## config.mk

```make
export PLATFORM = sky130hd
export DESIGN_NAME = load_unit_ctrl
export DESIGN_NICKNAME = d
export VERILOG_FILES = /design/src/rtl/load_unit_ctrl.sv
export SDC_FILE = /design/constraint.sdc
export NUM_CORES = 1
export LEC_CHECK = 0
export CORE_MARGIN = 4
export CORE_UTILIZATION = 34
export DETAILED_ROUTE_END_ITERATION = 8
export MAX_ROUTING_LAYER = met4
export PLACE_DENSITY = 0.69
export SETUP_SLACK_MARGIN = 0.1
export SLEW_MARGIN = 40
export SYNTH_ARGS = -nofsm -noshare
export SYNTH_HDL_FRONTEND = slang
export SYNTH_SLANG_ARGS = --single-unit
```

## constraint.sdc

```tcl
create_clock -name clk -period 1.72 [get_ports clk]
set_input_delay 0.344 -clock clk [delete_from_list [all_inputs] [get_ports clk]]
set_output_delay 0.344 -clock clk [all_outputs]
set_load 0.01 [all_outputs]
```

## src/rtl/load_unit_ctrl.sv

```systemverilog
// Load unit controller: one RISC-V load from core request through a valid/ready bus read to an aligned, extended result.
// Optional LOAD_SPLIT_MISALIGNED_EN: word-crossing non-AMO loads run two bus reads instead of trapping.
module load_unit_ctrl #(
  parameter int unsigned TIMEOUT = 255
) (
  input  logic        clk,
  input  logic        resetn,
  input  logic        req_valid,
  output logic        req_ready,
  input  logic [2:0]  funct3,
  input  logic        amo,
  input  logic [31:0] addr,
  output logic        mem_valid,
  input  logic        mem_ready,
  output logic [31:0] mem_addr,
  input  logic [31:0] mem_rdata,
  output logic        rsp_valid,
  output logic [31:0] rsp_data,
  output logic        rsp_misaligned,
  output logic        rsp_fault,
  output logic [31:0] rsp_badaddr
);

  typedef enum logic [1:0] {IDLE, REQ0, REQ1, RESP} state_e;
  typedef enum logic [2:0] {K_LB, K_LH, K_LW, K_LBU, K_LHU} kind_e;

  localparam int CW = (TIMEOUT > 0) ? $clog2(TIMEOUT + 1) : 1;
  localparam logic [CW-1:0] LAST_WAIT = CW'(TIMEOUT - 1);

  state_e        state;
  kind_e         kind_q;
  logic [CW-1:0] wait_cnt;

  kind_e req_kind;
  logic  is_half, is_word, req_trap, timeout_hit;

  // AMO forces word semantics; the unused funct3 codes fall back to a signed byte.
  function automatic kind_e decode_kind(input logic [2:0] f3, input logic is_amo);
    if (is_amo) return K_LW;
    case (f3)
      3'b001:  return K_LH;
      3'b010:  return K_LW;
      3'b100:  return K_LBU;
      3'b101:  return K_LHU;
      default: return K_LB;
    endcase
  endfunction

  function automatic logic [31:0] extract(input kind_e k, input logic [1:0] off,
                                          input logic [31:0] hi, input logic [31:0] lo);
    logic [31:0] w;
    w = 32'({hi, lo} >> {off, 3'b000});
    case (k)
      K_LB:    return {{24{w[7]}}, w[7:0]};
      K_LBU:   return {24'h0, w[7:0]};
      K_LH:    return {{16{w[15]}}, w[15:0]};
      K_LHU:   return {16'h0, w[15:0]};
      default: return w;
    endcase
  endfunction

  assign req_kind    = decode_kind(funct3, amo);
  assign is_half     = (req_kind == K_LH) || (req_kind == K_LHU);
  assign is_word     = (req_kind == K_LW);
  assign req_ready   = (state == IDLE);
  assign timeout_hit = (TIMEOUT != 0) && (wait_cnt == LAST_WAIT);

`ifdef LOAD_SPLIT_MISALIGNED_EN
  logic        req_split, split_q;
  logic [31:0] lo_q;
  assign req_trap  = amo && (addr[1:0] != 2'b00);
  assign req_split = !amo && ((is_half && addr[1:0] == 2'b11) ||
                              (is_word && addr[1:0] != 2'b00));
`else
  assign req_trap  = (is_half && addr[0]) || (is_word && addr[1:0] != 2'b00);
`endif

  // NOTE: sequential state uses non-blocking assignments so every register samples pre-edge values.
  // NOTE: asynchronous reset clears every register, so an in-flight bus request is withdrawn immediately.
  always_ff @(posedge clk or negedge resetn) begin
    if (!resetn) begin
      state          <= IDLE;
      kind_q         <= K_LB;
      wait_cnt       <= '0;
      mem_valid      <= 1'b0;
      mem_addr       <= 32'h0;
      rsp_valid      <= 1'b0;
      rsp_data       <= 32'h0;
      rsp_misaligned <= 1'b0;
      rsp_fault      <= 1'b0;
      rsp_badaddr    <= 32'h0;
`ifdef LOAD_SPLIT_MISALIGNED_EN
      split_q        <= 1'b0;
      lo_q           <= 32'h0;
`endif
    end else begin
      case (state)
        IDLE: begin
          if (req_valid) begin
            kind_q      <= req_kind;
            rsp_badaddr <= addr;
            wait_cnt    <= '0;
`ifdef LOAD_SPLIT_MISALIGNED_EN
            split_q     <= req_split;
`endif
            if (req_trap) begin
              state          <= RESP;
              rsp_valid      <= 1'b1;
              rsp_misaligned <= 1'b1;
              rsp_data       <= 32'h0;
            end else begin
              state     <= REQ0;
              mem_valid <= 1'b1;
              mem_addr  <= {addr[31:2], 2'b00};
            end
          end
        end

        REQ0: begin
          if (mem_ready) begin
`ifdef LOAD_SPLIT_MISALIGNED_EN
            if (split_q) begin
              lo_q     <= mem_rdata;
              state    <= REQ1;
              mem_addr <= mem_addr + 32'd4;
              wait_cnt <= '0;
            end else
`endif
            begin
              mem_valid <= 1'b0;
              state     <= RESP;
              rsp_valid <= 1'b1;
              rsp_data  <= extract(kind_q, rsp_badaddr[1:0], 32'h0, mem_rdata);
            end
          end else if (timeout_hit) begin
            mem_valid <= 1'b0;
            state     <= RESP;
            rsp_valid <= 1'b1;
            rsp_fault <= 1'b1;
            rsp_data  <= 32'h0;
          end else begin
            wait_cnt <= wait_cnt + 1'b1;
          end
        end

`ifdef LOAD_SPLIT_MISALIGNED_EN
        REQ1: begin
          if (mem_ready) begin
            mem_valid <= 1'b0;
            state     <= RESP;
            rsp_valid <= 1'b1;
            rsp_data  <= extract(kind_q, rsp_badaddr[1:0], mem_rdata, lo_q);
          end else if (timeout_hit) begin
            mem_valid <= 1'b0;
            state     <= RESP;
            rsp_valid <= 1'b1;
            rsp_fault <= 1'b1;
            rsp_data  <= 32'h0;
          end else begin
            wait_cnt <= wait_cnt + 1'b1;
          end
        end
`endif

        RESP: begin
          rsp_valid      <= 1'b0;
          rsp_misaligned <= 1'b0;
          rsp_fault      <= 1'b0;
          state          <= IDLE;
        end

        default: state <= IDLE;
      endcase
    end
  end

endmodule

```

* Word-level counts from Yosys, hierarchy flattened
Index checks and enable logic that the tools add are counted.
** Word-level totals
- Input port bits :: 72
- Bits in registers :: 111
** Operators by class
- Reduce and logical (&&, ||, !) cells :: 20
- Bitwise gates (word level) :: 1
- Shifts and indexed selects :: 1
- Add/subtract/negate cells :: 1
- Equal/unequal tests :: 20
- Multiplexer cells :: 32
** Operators by type and width (number)
- two-way mux 32 bit :: 4
- case mux 32 bit (4 select lines) :: 1
- case mux 32 bit (2 select lines) :: 1
- right shift 32 x 5 -> 32 bit :: 1
- two-way mux 8 bit :: 3
- case mux 8 bit (2 select lines) :: 1
- AND reduction 4 bit :: 4
- == test 3 bit (second input constant) :: 4
- case mux 3 bit (4 select lines) :: 1
- two-way mux 1 bit :: 10
- inequality test 2 bit (second input constant) :: 5
- == test 3 x 1 -> 1 bit (second input constant) :: 3
- == test 3 x 2 -> 1 bit (second input constant) :: 3
- AND reduction 3 bit :: 3
- adder 8 x 1 -> 8 bit (second input constant) :: 1
- == test 8 bit (second input constant) :: 1
- two-way mux 2 bit :: 4
- nonzero test 2 bit :: 4
- two-way mux 3 bit :: 2
- case mux 1 bit (2 select lines) :: 3
- case mux 2 bit (2 select lines) :: 1
- AND reduction 2 bit :: 2
- logical NOT 3 bit :: 1
- inequality test 3 bit (second input constant) :: 1
- other kinds (9) :: 11

* Depth between registers and ports, before layout
Gate-level depths: netlist of the first run.
- Word-level depth :: 10
- Gate-level depth with buffers :: 7
- Mapped depth without buffers :: 6

* Worst setup path before layout of the first run
OpenSTA, ideal clock, no wires.
- Path type :: reg-to-reg
- Start point :: register rsp_badaddr[0]
- End point :: register rsp_data[16]
- Clock period less this slack :: 1649 ps
- Required time :: 1599 ps
- Slack :: 71 ps
- Path buffers :: 0
- Arrival time :: 1528 ps
- Stages on the path, launching flop included :: 5
- Cells stage by stage :: dfrtp_1 > mux2i_1 > o22ai_2 > o311a_2 > a22o_2
** On the way
- Word-level cells in the longest chain between the ends :: 4
** RTL lines
- start: declaration :: line 21 : output logic [31:0] rsp_badaddr
- start signal: assignment :: line 101 : rsp_badaddr <= addr;
- right shift 32 x 5 -> 32 bit :: line 52 : w = 32'({hi, lo} >> {off, 3'b000});
- case mux 32 bit (4 select lines) :: line 53 : case (k)
- two-way mux 32 bit :: line 120 : if (mem_ready) begin
- case mux 32 bit (2 select lines) :: line 97 : case (state)
- end signal: assignment :: line 133 : rsp_data <= extract(kind_q, rsp_badaddr[1:0], 32'h0, mem_rdata);
- end: declaration :: line 18 : output logic [31:0] rsp_data,
No other way between the ends.
A chain may end at the register's enable or synchronous reset.

* Final worst setup path of the first run
- Start point :: register wait_cnt[0]
- End point :: register rsp_data[17]
** On the way
- Word-level cells in the longest chain between the ends :: 3
** RTL lines
- start: declaration :: line 32 : logic [CW-1:0] wait_cnt;
- start signal: assignment :: line 142 : wait_cnt <= wait_cnt + 1'b1;
- == test 8 bit :: line 66 : assign timeout_hit = (TIMEOUT != 0) && (wait_cnt == LAST_WAIT);
- inequality test 3 bit (no source line)
- AND reduction 4 bit (no source line)
No other way between the ends.

==> impl_results.md, run 1 <==
- Detailed-route via count: 4654
- LEAKAGE: 4.35 nW
- Netlist cell types: 51
- Max Root-Sink Buffers: 2
- Pre-Repair DR Iteration Count: 4
- Seq cells post-synth: 111
- Share of cells above drive strength 1: 30.9%
- Fillers: 1140
- Die extent in x: 132 um
- Max Cap Viol: 0
- Peak VDD IR: 0.853 mV
- Clk sinks: 111
- Area grow syn2layout: 68.1%
- Slowest stage delay, CP: 0.39 ns
- Post-synthesis xor/xnor area fraction: 0.337%
- Reg clk slew, reported paths: 0.07 ns
- Most used cell, CP: buf_12
- Combinational power share: 56.4%
- Core box area: 0.0148 mm^2
- Post-synth top flop: dfrtp_1
- Syn Std Cell Area: 0.00519 mm^2
- Setup Viol. Count Final: 9
- Post-synth EDFFs: 0
- F_max: 566 MHz
- Die height: 132 um
- Worst setup EP type: register
- TritonCTS clock tree: done
- RR Endpoint: rsp_data[17]
- Pins Over Slew Limit: 0
- Worst-Skew Late Latency: 0.36 ns
- Row count: 44
- Critical path class: register to register
- Commonest non-fill, non-tap cell in the layout: nand2_1
- Critical Path RT: 1.97 ns
- DRC violations left: 0
- Fraction of synthesized area in multiplexers: 12.3%
- Switching Share: 38.5%
- Initial antenna violation count: 2
- Pwr/cell area: 1730 mW/mm^2
- Final hold slack: 0.267 ns
- Clock power share: 13.6%
- Largest net degree at the start of global routing: 38
- Grt ovf: 0
- Avg Synthesized Cell Area: 11.1 um^2
- Min Tclk post-route: 1.77 ns
- Simple-gate share of the synthesized area: 13.2%
- Failing checks: setup timing
- Largest family of logic cells by synthesized area: compound AO/OA/AOI/OAI gates
- HPWL Detailed: 11200 um
- Sequential power share: 30.0%
- Min-Delay Path Class: primary input to register
- Cells after synthesis: 468
- Area post-placement: 0.00740 mm^2
- Commonest non-fill, non-tap cells in the layout: 115 x nand2_1, 107 x dfrtp_1, 70 x clkdlybuf4s50_1
- Slowest-stage cell, CP: dfrtp_1
- Worst Hold Launch: addr[0]
- Worst path cell trace: inv_1 -> ha_2 -> nand3_4 -> o211ai_4 -> o311ai_4 -> buf_12 -> buf_12 -> a22o_4
- Setup slack after layout: -0.0467 ns
- Antenna Violating Nets Remaining: 0
- Final nets: 778
- Sequential area share after synthesis: 53.5%
- Starting Density: 35.2%
- Internal power: 0.00929 W
- Finished Core Util: 59.1%
- Hold path endpoint: rsp_badaddr[0]
- Clk_skew: 0.0129 ns
- Outcome: complete, but fails checks
- Routed len/inst: 18.9 um
- WL final: 16900 um
- CTS HTree Levels: 3
- Top-Level Pins: 173
- Cts bufs inserted: 9
- GPL Wtd Cong: 0.845
- Post-layout instance area: 0.00873 mm^2
- Adder-cell share of the synthesized area: 0.482%
- Vias per inst: 5.20
- IO buf count: 170
- Reg2reg start: wait_cnt[0]
- First-pass GRT wire length: 26500 um
- Unrepaired setup endpoints after global routing: yes
- FF-to-FF path depth: 8
- Startpoint types: register
- Placed cells: 841
- CTS root buf: clkbuf_16
- Vias in the first global route: 4940
- Die area: 0.0173 mm^2
- Worst hold stages: 3
- Sw power: 0.00581 W
- Crit-path max FO: 5
- Hold Violations, Final: 0
- Period utilisation layout: 103%
- Fin cells: 895
- Post-synthesis compound-gate area fraction: 16.3%
- Ys async rst share: 100%
- Gr usage total: 19.4%
- Ys Warns: 0
- DR iter-0 viols: 307
- Register-to-register setup slack: -0.05 ns
- CP arrival: 2.01 ns
- Place WS: -0.401 ns
## power by group through the flow
| stage | registers, W | clock network (W) | logic [W] |
|---|---|---|---|
| 2_1_floorplan | 0.00476 | 0 | 0.00305 |
| 3_3_place_gp | 0.00445 | 0 | 0.00675 |
| 3_5_place_dp | 0.00449 | 0 | 0.00690 |
| 4_1_cts | 0.00448 | 0.00210 | 0.00767 |
| 5_1_grt | 0.00467 | 0.00221 | 0.00908 |
| 6_report | 0.00453 | 0.00205 | 0.00852 |
## sequential cells by signal, indices dropped and copies added, names as in the netlist
name            flops
rsp_badaddr        32
rsp_data           32
mem_addr           30
wait_cnt            8
kind_q              3
state               2
mem_valid           1
rsp_fault           1
rsp_misaligned      1
rsp_valid           1
## repair_timing
action / 4_1_cts / 5_1_grt
setup buffers: 17 / 15
hold endpoints to repair: 28 / 0
hold buffers: 1 / 0
cloned: 6 / 0
resized for setup: 91 / 126
pin swaps: 13 / 24
endpoints found under the setup margin: 120 / 114
## how the worst max path moves through the flow
stage	from	end	slack [ns]	depth (start not counted)
2_1_floorplan	rsp_badaddr[0]	rsp_data[16]	0.11	4
3_3_place_gp	addr[0]	mem_addr[29]	-0.36	6
3_5_place_dp	mem_rdata[23]	rsp_data[29]	-0.40	5
4_1_cts	wait_cnt[0]	rsp_data[31]	-0.03	9
5_1_grt	wait_cnt[0]	rsp_data[17]	-0.12	8
6_report	wait_cnt[0]	rsp_data[17]	-0.05	8
## cells in the mapped netlist, drive strengths merged (2+ instances only)
cell type	n	area (um^2)
nand2b	7	51.3
nor2	8	30.0
o41ai	3	26.3
o311ai	4	60.1
clkbuf	11	41.3
xnor2	2	17.5
inv	5	18.8
o22ai	3	25.0
or4	3	22.5
nor2b	3	18.8
or3	2	12.5
a21oi	14	70.1
mux2	39	439
o2bb2ai	31	328
mux2i	20	200
or2	2	12.5
o31ai	4	30.0
buf	19	138
nand2	115	432
nor4	2	12.5
nor3	3	15.0
a22oi	8	60.1
ha	2	25.0
dfrtp	111	2780
nand3	4	20.0
o21ai	20	100
and2	2	12.5
a22o	8	73.8
## critical path, delay by kind of cell (launching register included)
| kind | cells | cell delay [ns] |
|---|---|---|
| fa+ha+maj | 1 | 0.18 |
| compound gates | 3 | 0.62 |
| simple gates | 1 | 0.09 |
| buf+inv | 3 | 0.37 |
| flops | 1 | 0.39 |
## cells by family after synthesis
| family | count (synthesis) |
|---|---|
| AO/OA/AOI/OAI | 102 |
| multiplexers | 59 |
| AND/OR/NAND/NOR | 156 |
| other | 1 |
| adder cells (fa/ha/maj) | 2 |
| buffers and inverters | 35 |
| flip-flops | 111 |
| XOR/XNOR | 2 |
## layout make-up
class                   count  area [um^2]  share of cell area [%]
well taps                 184          230                    2.64
flip-flops and latches    111         2780                    31.9
clock inverters             5         38.8                   0.445
repair buffers            254         2620                    30.1
clock buffers              11          253                    2.90
multi-input cells         323         2770                    31.8
diodes                      2         5.00                  0.0574
inverters                   5         18.8                   0.215
## metal layers
layer / part of all wire, % / wire length (um) / GRT usage, % / vias to the layer above
li1: - / - / - / 2145
met2: 49 / 8240 / 30.9 / 188
met5: 0 / 0 / - / -
met1: 42 / 7170 / 24.0 / 2299
met4: 1.5 / 259 / 5.72 / 0
met3: 7.4 / 1260 / 5.81 / 22
## through the flow
step	total power [W]	setup TNS (ns)
6_report	0.0151	-0.240
5_1_grt	0.0160	-1.79
4_1_cts	0.0143	-0.301
3_5_place_dp	0.0114	-27.06
3_3_place_gp	0.0112	-26.72
2_1_floorplan	0.00781	0
Power figures use the tool's default switching activity.
==> run 2, diff against run 1 <==
CORE_ASPECT_RATIO = 1.4   (was unset)
CORE_UTILIZATION = 30   (was 34)
PLACE_DENSITY = 0.63   (was 0.69)
==> impl_results.md, run 2 (synthesized netlist as in run 1, its figures left out) <==
- Commonest non-fill, non-tap cell in the layout: nand2_1
- Period utilisation layout: 100%
- Worst setup EP type: register
- Worst-Margin Slew: 0.508 ns
- Sequential power share: 31.4%
- CTS HTree Levels: 3
- Vias in the first global route: 4749
- Critical path class: register to register
- Die extent in x: 119 um
- Failing checks: setup timing
- FF-to-FF path depth: 7
- Max Cap Viol: 0
- F_max: 580 MHz
- Clock power share: 16.3%
- Top Registers: rsp_badaddr (32), rsp_data (32), mem_addr (30)
- Unrepaired setup endpoints after global routing: yes
- Combinational power share: 52.3%
- Diode count: 0
- Switching Share: 36.7%
- CTS root buf: clkbuf_16
- Hold path endpoint: kind_q[2]
- Top-Level Pins: 173
- Critical Path RT: 1.93 ns
- Place WS: -0.461 ns
- Antenna Violating Nets Remaining: 0
- Core box area: 0.0169 mm^2
- Die height: 164 um
- DR iter-0 viols: 300
- Internal power: 0.00878 W
- Placed cells: 887
- Die area: 0.0195 mm^2
- Commonest non-fill, non-tap cells in the layout: 115 x nand2_1, 108 x dfrtp_1, 71 x clkdlybuf4s50_1
- Sw power: 0.00509 W
- Pre-Repair DR Iteration Count: 4
- Clk sinks: 111
- RR Endpoint: wait_cnt[1]
- Pins Over Slew Limit: 0
- Worst hold stages: 3
- Startpoint types: register
- Setup Viol. Count Final: 1
- Worst-Skew Late Latency: 0.34 ns
- Outcome: complete, but fails checks
- Area post-placement: 0.00745 mm^2
- Vias per inst: 4.85
- IO buf count: 170
- TritonCTS clock tree: done
- GPL Wtd Cong: 0.866
- Max Root-Sink Buffers: 2
- Row count: 56
- Reg2reg start: wait_cnt[3]
- LEAKAGE: 4.31 nW
- Met1 wire length: 6490 um
- Hold Violations, Final: 0
- CP arrival: 1.93 ns
- Fin cells: 925
- DR top layer: met4
- Initial antenna violation count: 0
- Area grow syn2layout: 58.8%
- Gr usage total: 16.9%
- WL final: 16400 um
- Grt ovf: 0
- Slew headroom: 66.0%
- Post-layout instance area: 0.00825 mm^2
- Setup_tns: -0.00488 ns
- DRC violations left: 0
- Setup slack after layout: -0.00488 ns
- Share of cells above drive strength 1: 24.8%
- Met2 routed WL: 8400 um
- Reg clk slew, reported paths: 0.08 ns
- HPWL Detailed: 11600 um
- Final nets: 762
- Design Power: 0.0139 W
- Routed len/inst: 17.7 um
- Peak VDD IR: 0.696 mV
- Min Tclk post-route: 1.72 ns
- Starting Density: 30.7%
- Crit-path max FO: 8
- Worst Hold Launch: funct3[0]
- Cts bufs inserted: 9
- Min-Delay Path Class: primary input to register
- Pwr/cell area: 1680 mW/mm^2
- First-pass GRT wire length: 25500 um
- Largest net degree at the start of global routing: 39
- Clk_skew: 0.00537 ns
- WL met3: 1130 um
- Register-to-register setup slack: -0.005 ns
- Detailed-route via count: 4490
-- run 2: changes by cell type in the layout (fill, tap and decap cells not counted), moves of 4 or more --
cell,previous run,this run
o2bb2ai_4,14,0
o21ai_1,7,0
mux2i_2,4,0
o2bb2ai_1,7,21
dlygate4sd2_1,53,35
buf_4,62,54
dlymetal6s2s_1,41,58
o21ai_0,11,20
-- run 2: how the worst max path moves through the flow --
stage | startpoint | endpoint | slack [ns] | cells past startpoint
after floorplan | rsp_badaddr[0] | rsp_data[16] | 0.11 | 4
after global placement | funct3[0] | mem_addr[7] | -0.38 | 6
after detailed placement | funct3[0] | mem_addr[14] | -0.46 | 6
after CTS | rsp_badaddr[0] | rsp_badaddr[0] | 0.01 | 3
after global routing | wait_cnt[3] | wait_cnt[2] | -0.13 | 7
final | wait_cnt[3] | wait_cnt[1] | -0.005 | 7
-- run 2: timing repair --
item	in CTS	in global routing
pin swaps	8	7
gates cloned	1	2
endpoints found under the hold margin	22	0
setup buffers	11	7
gates resized for setup	65	77
setup endpoints to repair	103	120
hold buffers	1	0
-- run 2: stage by stage --
stage | util (%) | hold slack, ns
after floorplan | - | 0.0484
after global placement | 44.1 | 0.288
after detailed placement | 44.1 | 0.288
after CTS | 47.1 | 0.397
after global routing | 48.8 | 0.359
final | 48.8 | 0.346
-- run 2: final cells by class --
class / instances / area (um^2)
multi-input cells: 323 / 2380
fillers: 1558 / 8640
well taps: 232 / 290
clock inverters: 6 / 91.3
inverters: 5 / 18.8
clock buffers: 10 / 229
flip-flops and latches: 111 / 2780
repair buffers: 238 / 2450
-- run 2: per-layer routing --
layer  track usage, %  up-vias
met3             4.64       20
met2             28.7      172
met4             4.96        0
li1                 -     2097
met5                -        -
met1             19.6     2201
-- run 2: power groups by stage --
| stage | combinational (W) | clock (W) | sequential, W |
|---|---|---|---|
| 6_report | 0.00725 | 0.00226 | 0.00436 |
| 5_1_grt | 0.00784 | 0.00247 | 0.00451 |
| 4_1_cts | 0.00717 | 0.00234 | 0.00439 |
| 3_5_place_dp | 0.00696 | 0 | 0.00445 |
| 3_3_place_gp | 0.00683 | 0 | 0.00441 |
| 2_1_floorplan | 0.00305 | 0 | 0.00476 |
-- run 2: worst max-delay path, stage by stage (launching register included) --
cell,delay (ns)
dfrtp_1,0.42
nand4_1,0.23
buf_4,0.22
nor3_1,0.23
buf_4,0.21
buf_4,0.13
o21ai_0,0.07
o41ai_1,0.09
==> run 3, diff against run 2 <==
ABC_AREA = 0   (was unset)
ABC_CLOCK_PERIOD_IN_PS = 1720   (was unset)
==> results of run 3 <==
The final DEF is identical to that of run 2; final timing and power are the same.
